===== config.mk =====
export PLATFORM = sky130hd
export DESIGN_NAME = hvgen_cfg
export DESIGN_NICKNAME = d
export VERILOG_FILES = /design/src/rtl/hvgen_cfg_pkg.sv /design/src/rtl/hvgen_cfg.sv
export SDC_FILE = /design/constraint.sdc
export NUM_CORES = 1
export LEC_CHECK = 0
export CAP_MARGIN = 5
export CORE_MARGIN = 10
export CORE_UTILIZATION = 67
export CTS_CLUSTER_SIZE = 25
export DETAILED_ROUTE_END_ITERATION = 10
export DONT_BUFFER_PORTS = 1
export PLACE_DENSITY = 0.83
export SLEW_MARGIN = 20
export SYNTH_ARGS = -nofsm -noshare
export SYNTH_HDL_FRONTEND = slang
export SYNTH_SLANG_ARGS = --single-unit

===== constraint.sdc =====
create_clock -name MCLK -period 6 [get_ports MCLK]
set_input_delay 0.6 -clock MCLK [delete_from_list [all_inputs] [get_ports MCLK]]
set_output_delay 0.6 -clock MCLK [all_outputs]
set_load 0.005 [all_outputs]

===== src/rtl/hvgen_cfg_pkg.sv =====
// Shared timing constants and helpers for the configurable arcade video timing generator.
package hvgen_cfg_pkg;

  // Stock 512x263 arcade mode
  localparam int ARCADE_H_TOTAL      = 512;
  localparam int ARCADE_H_ACT_END    = 337;
  localparam int ARCADE_H_SYNC_START = 352;
  localparam int ARCADE_H_SYNC_END   = 400;
  localparam int ARCADE_V_TOTAL      = 263;
  localparam int ARCADE_V_ACT_END    = 239;
  localparam int ARCADE_V_SYNC_START = 248;
  localparam int ARCADE_V_SYNC_END   = 259;

  // Odd fields of an interlaced mode carry one extra line.
  function automatic int lines_per_field(input int v_total, input int interlace, input logic field);
    if (interlace != 0 && field) return v_total + 1;
    return v_total;
  endfunction

  function automatic logic sync_level(input int sync_pol, input logic active);
    return (sync_pol != 0) ? active : ~active;
  endfunction

endpackage


===== src/rtl/hvgen_cfg.sv =====
// Parametrised video timing generator with sync centering offsets, optional
// interlace and an RGB blanker that tracks HPOS with a one-pixel pipeline.
module hvgen_cfg
  import hvgen_cfg_pkg::*;
#(
  parameter int RGB_W        = 8,
  parameter int HCNT_W       = 9,
  parameter int VCNT_W       = 9,
  parameter int H_TOTAL      = ARCADE_H_TOTAL,
  parameter int H_ACT_END    = ARCADE_H_ACT_END,
  parameter int H_SYNC_START = ARCADE_H_SYNC_START,
  parameter int H_SYNC_END   = ARCADE_H_SYNC_END,
  parameter int V_TOTAL      = ARCADE_V_TOTAL,
  parameter int V_ACT_END    = ARCADE_V_ACT_END,
  parameter int V_SYNC_START = ARCADE_V_SYNC_START,
  parameter int V_SYNC_END   = ARCADE_V_SYNC_END,
  parameter int OFS_W        = 4,
  parameter int SYNC_POL     = 0,
  parameter int INTERLACE    = 0
) (
  input  logic              MCLK,
  input  logic              RESET,
  input  logic              PCLK_EN,
  input  logic [OFS_W-1:0]  HOFFSET,
  input  logic [OFS_W-1:0]  VOFFSET,
  input  logic [RGB_W-1:0]  iRGB,
  output logic [HCNT_W-1:0] HPOS,
  output logic [VCNT_W-1:0] VPOS,
  output logic [RGB_W-1:0]  oRGB,
  output logic              HBLK,
  output logic              VBLK,
  output logic              HSYN,
  output logic              VSYN,
  output logic              FIELD,
  output logic              FRAME_START
);

  localparam logic [HCNT_W-1:0] H_LAST      = HCNT_W'(H_TOTAL - 1);
  localparam logic [HCNT_W-1:0] H_ACT       = HCNT_W'(H_ACT_END);
  localparam logic [HCNT_W-1:0] H_ONE       = HCNT_W'(1);
  localparam logic [HCNT_W:0]   H_SS        = (HCNT_W+1)'(H_SYNC_START);
  localparam logic [HCNT_W:0]   H_SE        = (HCNT_W+1)'(H_SYNC_END);
  localparam logic [VCNT_W-1:0] V_ACT       = VCNT_W'(V_ACT_END);
  localparam logic [VCNT_W-1:0] V_ONE       = VCNT_W'(1);
  localparam logic [VCNT_W:0]   V_SS        = (VCNT_W+1)'(V_SYNC_START);
  localparam logic [VCNT_W:0]   V_SE        = (VCNT_W+1)'(V_SYNC_END);
  localparam logic [VCNT_W-1:0] V_LAST_EVEN = VCNT_W'(lines_per_field(V_TOTAL, INTERLACE, 1'b0) - 1);
  localparam logic [VCNT_W-1:0] V_LAST_ODD  = VCNT_W'(lines_per_field(V_TOTAL, INTERLACE, 1'b1) - 1);
  localparam logic              SYNC_ON     = sync_level(SYNC_POL, 1'b1);
  localparam logic              SYNC_OFF    = sync_level(SYNC_POL, 1'b0);

  logic [HCNT_W-1:0] r_hcnt;
  logic [VCNT_W-1:0] r_vcnt;
  logic              r_hblk;
  logic              r_vblk;
  logic              r_hsyn;
  logic              r_vsyn;
  logic              r_field;
  logic              r_frame_start;
  logic [RGB_W-1:0]  r_rgb;
  logic [OFS_W-1:0]  r_hoff;
  logic [OFS_W-1:0]  r_voff;

  logic [HCNT_W:0]   w_hoff_x;
  logic [HCNT_W:0]   w_hcnt_x;
  logic [VCNT_W:0]   w_voff_x;
  logic [VCNT_W:0]   w_vcnt_x;
  logic [VCNT_W-1:0] w_v_last;
  logic              w_line_end;
  logic              w_frame_end;
  logic              w_hsync_on;
  logic              w_hsync_off;
  logic              w_vsync_on;
  logic              w_vsync_off;

  // Sync comparisons run one bit wider so a negative offset cannot alias.
  assign w_hoff_x    = {{(HCNT_W+1-OFS_W){r_hoff[OFS_W-1]}}, r_hoff};
  assign w_voff_x    = {{(VCNT_W+1-OFS_W){r_voff[OFS_W-1]}}, r_voff};
  assign w_hcnt_x    = {1'b0, r_hcnt};
  assign w_vcnt_x    = {1'b0, r_vcnt};
  assign w_hsync_on  = (w_hcnt_x == H_SS + w_hoff_x);
  assign w_hsync_off = (w_hcnt_x == H_SE + w_hoff_x);
  assign w_vsync_on  = (w_vcnt_x == V_SS + w_voff_x);
  assign w_vsync_off = (w_vcnt_x == V_SE + w_voff_x);

  assign w_v_last    = r_field ? V_LAST_ODD : V_LAST_EVEN;
  assign w_line_end  = (r_hcnt == H_LAST);
  assign w_frame_end = w_line_end && (r_vcnt == w_v_last);

  always_ff @(posedge MCLK) begin
    if (RESET) begin
      r_hcnt        <= '0;
      r_vcnt        <= V_LAST_EVEN;
      r_hblk        <= 1'b1;
      r_vblk        <= 1'b1;
      r_hsyn        <= SYNC_OFF;
      r_vsyn        <= SYNC_OFF;
      r_field       <= 1'b0;
      r_frame_start <= 1'b0;
      r_rgb         <= '0;
      r_hoff        <= '0;
      r_voff        <= '0;
    end else begin
      r_frame_start <= 1'b0;
      if (PCLK_EN) begin
        // Blank state before this edge gates colour, matching HPOS = hcnt-1.
        r_rgb <= (r_hblk | r_vblk) ? '0 : iRGB;

        if (r_hcnt == '0)  r_hblk <= 1'b0;
        if (r_hcnt == H_ACT) r_hblk <= 1'b1;
        if (w_hsync_on)  r_hsyn <= SYNC_ON;
        if (w_hsync_off) r_hsyn <= SYNC_OFF;

        if (w_line_end) begin
          r_hcnt <= '0;
          if (r_vcnt == V_ACT) r_vblk <= 1'b1;
          if (w_vsync_on)  r_vsyn <= SYNC_ON;
          if (w_vsync_off) r_vsyn <= SYNC_OFF;
          if (w_frame_end) begin
            r_vcnt        <= '0;
            r_vblk        <= 1'b0;
            r_frame_start <= 1'b1;
            if (INTERLACE != 0) r_field <= ~r_field;
            // Offsets only change at the frame boundary so no sync pulse is split.
            r_hoff        <= HOFFSET;
            r_voff        <= VOFFSET;
          end else begin
            r_vcnt <= r_vcnt + V_ONE;
          end
        end else begin
          r_hcnt <= r_hcnt + H_ONE;
        end
      end
    end
  end

  assign HPOS        = r_hcnt - H_ONE;
  assign VPOS        = r_vcnt;
  assign oRGB        = r_rgb;
  assign HBLK        = r_hblk;
  assign VBLK        = r_vblk;
  assign HSYN        = r_hsyn;
  assign VSYN        = r_vsyn;
  assign FIELD       = r_field;
  assign FRAME_START = r_frame_start;

endmodule


### After elaboration in Yosys (flattened, before gate mapping)

Cells that the tools add are included.

* bits of input ports: 19
* word-level logic and storage cells: 53
* flip-flop bits (word level): 39
* output and inout bits: 32

* bitwise logic cells: 3
* add/subtract/negate cells: 7
* eq/ne operators: 8
* muxes and demuxes: 12
* reductions and logical operators: 13

Operators with widths (number)
* equality test 9 x 10 -> 1 bit: 4
* adder 9 x 10 -> 10 bit (first input constant): 3
* equality test 9 bit (second input constant): 3
* adder 9 x 1 -> 9 bit (second input constant): 2
* two-way mux 9 bit: 2
* adder 9 x 4 -> 10 bit (first input constant): 1
* equality test 9 x 8 -> 1 bit (second input constant): 1
* zero test 9 bit: 1
* two-way mux 1 bit: 9
* AND reduction 3 bit: 3
* subtractor 9 x 1 -> 9 bit (second input constant): 1
* two-way mux 8 bit: 1
* nonzero test 2 bit: 4
* AND reduction 2 bit: 3
* OR reduction 3 bit: 1
* NOT 1 bit: 2
* logical AND 1 bit: 1
* OR 1 bit: 1

### Logic depth before layout (Yosys ltp)

* depth in word-level cells: 4
* gate-level depth with buffers: 9
* depth with buffers taken out: 8

### Worst setup path after synthesis

OpenSTA, ideal clock, no wires.

* path type: reg-to-reg
* from: register r_hcnt[2]
* to: register r_hoff[0]
* slack: 3790 ps
* buffers on the path: 2
* data required time: 5872 ps
* period minus slack after synthesis: 2210 ps
* library setup time: 128 ps
* arrival: 2082 ps
* stages on the path, launching flop included: 10
* cell sequence: dfxtp_1 -> clkbuf_1 -> and4_1 -> and4_1 -> ha_1 -> nand3_1 -> nor4_2 -> buf_6 -> mux2i_1 -> nor2_1

* cells in the longest elaborated chain, start to end: 3

Ends and longest elaborated chain
* start: declaration: RTL line hvgen_cfg.sv:52 `logic [HCNT_W-1:0] r_hcnt;`
* start signal: assignment: RTL line hvgen_cfg.sv:131 `r_hcnt <= r_hcnt + H_ONE;`
* equality test 9 bit *: RTL line hvgen_cfg.sv:87 `assign w_line_end = (r_hcnt == H_LAST);`
* logical AND 1 bit: RTL line hvgen_cfg.sv:88 `assign w_frame_end = w_line_end && (r_vcnt == w_v_last);`
* AND reduction 3 bit (no line) *
* end signal: assignment: RTL line hvgen_cfg.sv:101 `r_hoff <= '0;`
* end signal: assignment: RTL line hvgen_cfg.sv:125 `r_hoff <= HOFFSET;`
* end: declaration: RTL line hvgen_cfg.sv:61 `logic [OFS_W-1:0] r_hoff;`

Every way passes the cells marked *; elsewhere a longest branch is shown, timed or not.
A chain may end at the register's enable or synchronous reset.

### Worst setup path after layout

* from: register r_hcnt[4]
* to: register r_voff[1]

* cells in the longest elaborated chain, start to end: 3

Ends and longest elaborated chain
* equality test 9 bit *: RTL line hvgen_cfg.sv:87
* logical AND 1 bit: RTL line hvgen_cfg.sv:88
* AND reduction 3 bit (no line) *
* end signal: assignment: RTL line hvgen_cfg.sv:102 `r_voff <= '0;`
* end signal: assignment: RTL line hvgen_cfg.sv:126 `r_voff <= VOFFSET;`
* end: declaration: RTL line hvgen_cfg.sv:62 `logic [OFS_W-1:0] r_voff;`

Marks and branches as above.

==> metrics.txt <==
outcome finished, final reports clean; Max Slew Vio Count 0; synth unique cells 36; total power 0.426 mW; Reg area 781 um^2; Mapped Area 0.00211 mm^2; Yosys Warn Count 0; Ports 51; pin count of the biggest net entering global routing 32; Area Overhead vs Synth 2.26%; post_cts resized 0; All-Layer GR Usage 15.2%; CTS tree built; ANT cells 0; CP arrival 2930 ps; Min-Delay Startpoint RESET; NetSw 0.101 mW; final setup fails 0; worst-margin pin slew 649 ps; # Post-CTS Setup Buffers 0; footprint of the multi-input gates 0.00122 mm^2; CTS Buf Count 5; Post-synth EDFFs 0; CP Class flop to flop; Post-Route Setup TNS 0 ps; Main synth FF type dfxtp_1; Peak VDD IR 167 uV; DRT Wirelength 4550 um; clock root cell clkbuf_4; critical path peak fanout 14; fmax 0.372 GHz; type of the worst min-delay path input pin to flop; clk_lat worst skew 340 ps; clock skew 7.58 ps; Max-Cap Viols 0; commonest non-fill, non-tap cells in the layout dfxtp_1, nor2_1, xnor2_1; H-tree level count 2; Via density 5.87; Pleak 0.766 nW; PortBufs 0; CP Launch Type flop; async set-or-reset flop fraction in the synthesized netlist 0%; RePlAce Congestion 0.829; crit path time final 2690 ps; Nets 267; Yosys reg bits 39; Synth area leaders dfxtp_1, xnor2_1, xor2_1, ha_1, nor2_1; post-synth top area share 37.1%; num rows 20; r2r setup slk 3310 ps; first-pass GRT wire length 7430 um; critical path data required time 6240 ps; Hold Vio Cnt, Final 0; die area 0.00579 mm^2; 1st-pass router iterations 4; CTS sink cnt 39; cell-internal power 0.325 mW; hold_buf cts 0; combinational power share 5.9%; clock network fraction of design power 32.2%; hold path depth 1; post-synthesis average cell area 8.60 um^2; Max Buffers Root-to-Sink 2; Final ANT Viol Nets 0; Die Wd 76.1 um; commonest non-fill, non-tap cell in the layout dfxtp_1; Clock transition at path regs 110 ps; Starting Density 69.6%; Fill cells 235; sequential group share of total power 61.9%; wire length per cell 16.1 um; initial DRC count 119; Synth Instances 245; initial antenna violation count 0; post-detail-place hpwl 3350 um; worst reg2reg endpoint r_voff[1]; Slew HR 56.6%; element type at the critical path end flop; WHS Endpoint oRGB[6]; Core ar. 0.00303 mm^2; Reg2Reg Launch Point r_hcnt[4]; syn_nets 274; final routed DRC violation total 0; sequential share of the synthesized area 37.1%; worst reg-to-reg path cell count 8; share of layout cells above drive strength 1 4.20%; Die Ht 76.1 um; pwr dens 198 mW/mm^2; largest area contributor in the synthesized netlist dfxtp_1; Remaining Overflow, GRT 0; number of global-route vias before repair 1,496; RSZ-0062 raised after global routing no; Tcrit/Tclk final 44.8%; via count 1,655; switching share of power 23.7%
==> critical path, stage by stage (launching register included) <==
cell	delay (ps)
dfxtp_1	590
and4_1	290
and4_1	200
ha_1	250
nand3_1	210
nor4_4	480
clkbuf_8	290
mux2i_1	220
nor2_1	60
==> sequential cells by signal (all words and copies together) (netlist names) <==
register,cells
r_hcnt,9
r_hoff,4
r_voff,4
FRAME_START,1
VPOS,9
HSYN,1
VBLK,1
VSYN,1
HBLK,1
oRGB,8
==> worst max-delay path by stage <==
stage / startpoint / endpoint / slack (ps) / depth (start not counted)
6_report: r_hcnt[4] / r_voff[1] / 3310 / 8
2_1_floorplan: r_hcnt[2] / r_hoff[0] / 3790 / 9
3_3_place_gp: r_hcnt[4] / r_hoff[3] / 3150 / 7
5_1_grt: r_hcnt[4] / r_voff[1] / 3120 / 8
4_1_cts: r_hcnt[4] / r_voff[1] / 3040 / 7
3_5_place_dp: r_hcnt[4] / r_voff[1] / 3070 / 7
==> synth_stat cells, types with 2 or more instances <==
master and count:
mux2i_1 10, nor3_1 9, nor2_1 27, clkbuf_1 11, buf_6 2, nor4_1 4, nand4_1 8, o21ai_0 7
and4_1 2, o31ai_1 2, o311ai_0 2, nand2b_1 9, and3_1 3, xnor2_1 18, xor2_1 16, ha_1 10
dfxtp_1 39, a21oi_1 13, inv_1 7, nand3b_1 2, and2_1 2, nand3_1 15, nand2_1 14
==> metal layers <==
metal  GRT usage, %  part of all wire, %  up-vias
met5              0                    0        -
met4           5.39                 0.92        0
met3           5.78                  9.7        5
met2           21.4                   44       66
met1           20.3                   45      758
li1               -                    -      826
==> through the flow <==
step / cells / utilization (%) / area, um^2 / hold slack (ps) / setup WS [ps]
global placement: 274 / 68.8 / 2080 / 475 / 3150
detailed placement: 274 / 68.8 / 2080 / 481 / 3070
floorplan: 245 / - / 2110 / 462 / 3790
finish: 282 / 71.2 / 2150 / 319 / 3310
CTS: 281 / 70.7 / 2140 / 305 / 3040
global route: 282 / 71.2 / 2150 / 291 / 3120
==> logic make-up after synthesis <==
family	count (synthesis)	share of synthesized area, %
AO/OA/AOI/OAI	26	6.95
XOR/XNOR	34	14.1
adder cells (fa/ha/maj)	10	5.94
buffers and inverters	22	5.34
flip-flops	39	37.1
multiplexers	10	4.75
other	1	0.178
AND/OR/NAND/NOR	103	25.7
==> power by group through the flow <==
stage          clock, mW  combinational [mW]  sequential, mW
5_1_grt            0.150              0.0288           0.264
3_3_place_gp           0              0.0258           0.270
3_5_place_dp           0              0.0258           0.270
4_1_cts            0.139              0.0258           0.264
2_1_floorplan          0              0.0253           0.269
6_report           0.137              0.0251           0.264
==> final cells by class <==
class	count	share of cell area, %
timing repair buffer	1	0.639
tap	44	2.56
inverter	7	1.22
multi-input combinational	184	56.7
sequential	39	36.2
clock buffer	6	2.38
clock inverter	1	0.232
Power figures use the tool's default switching activity.
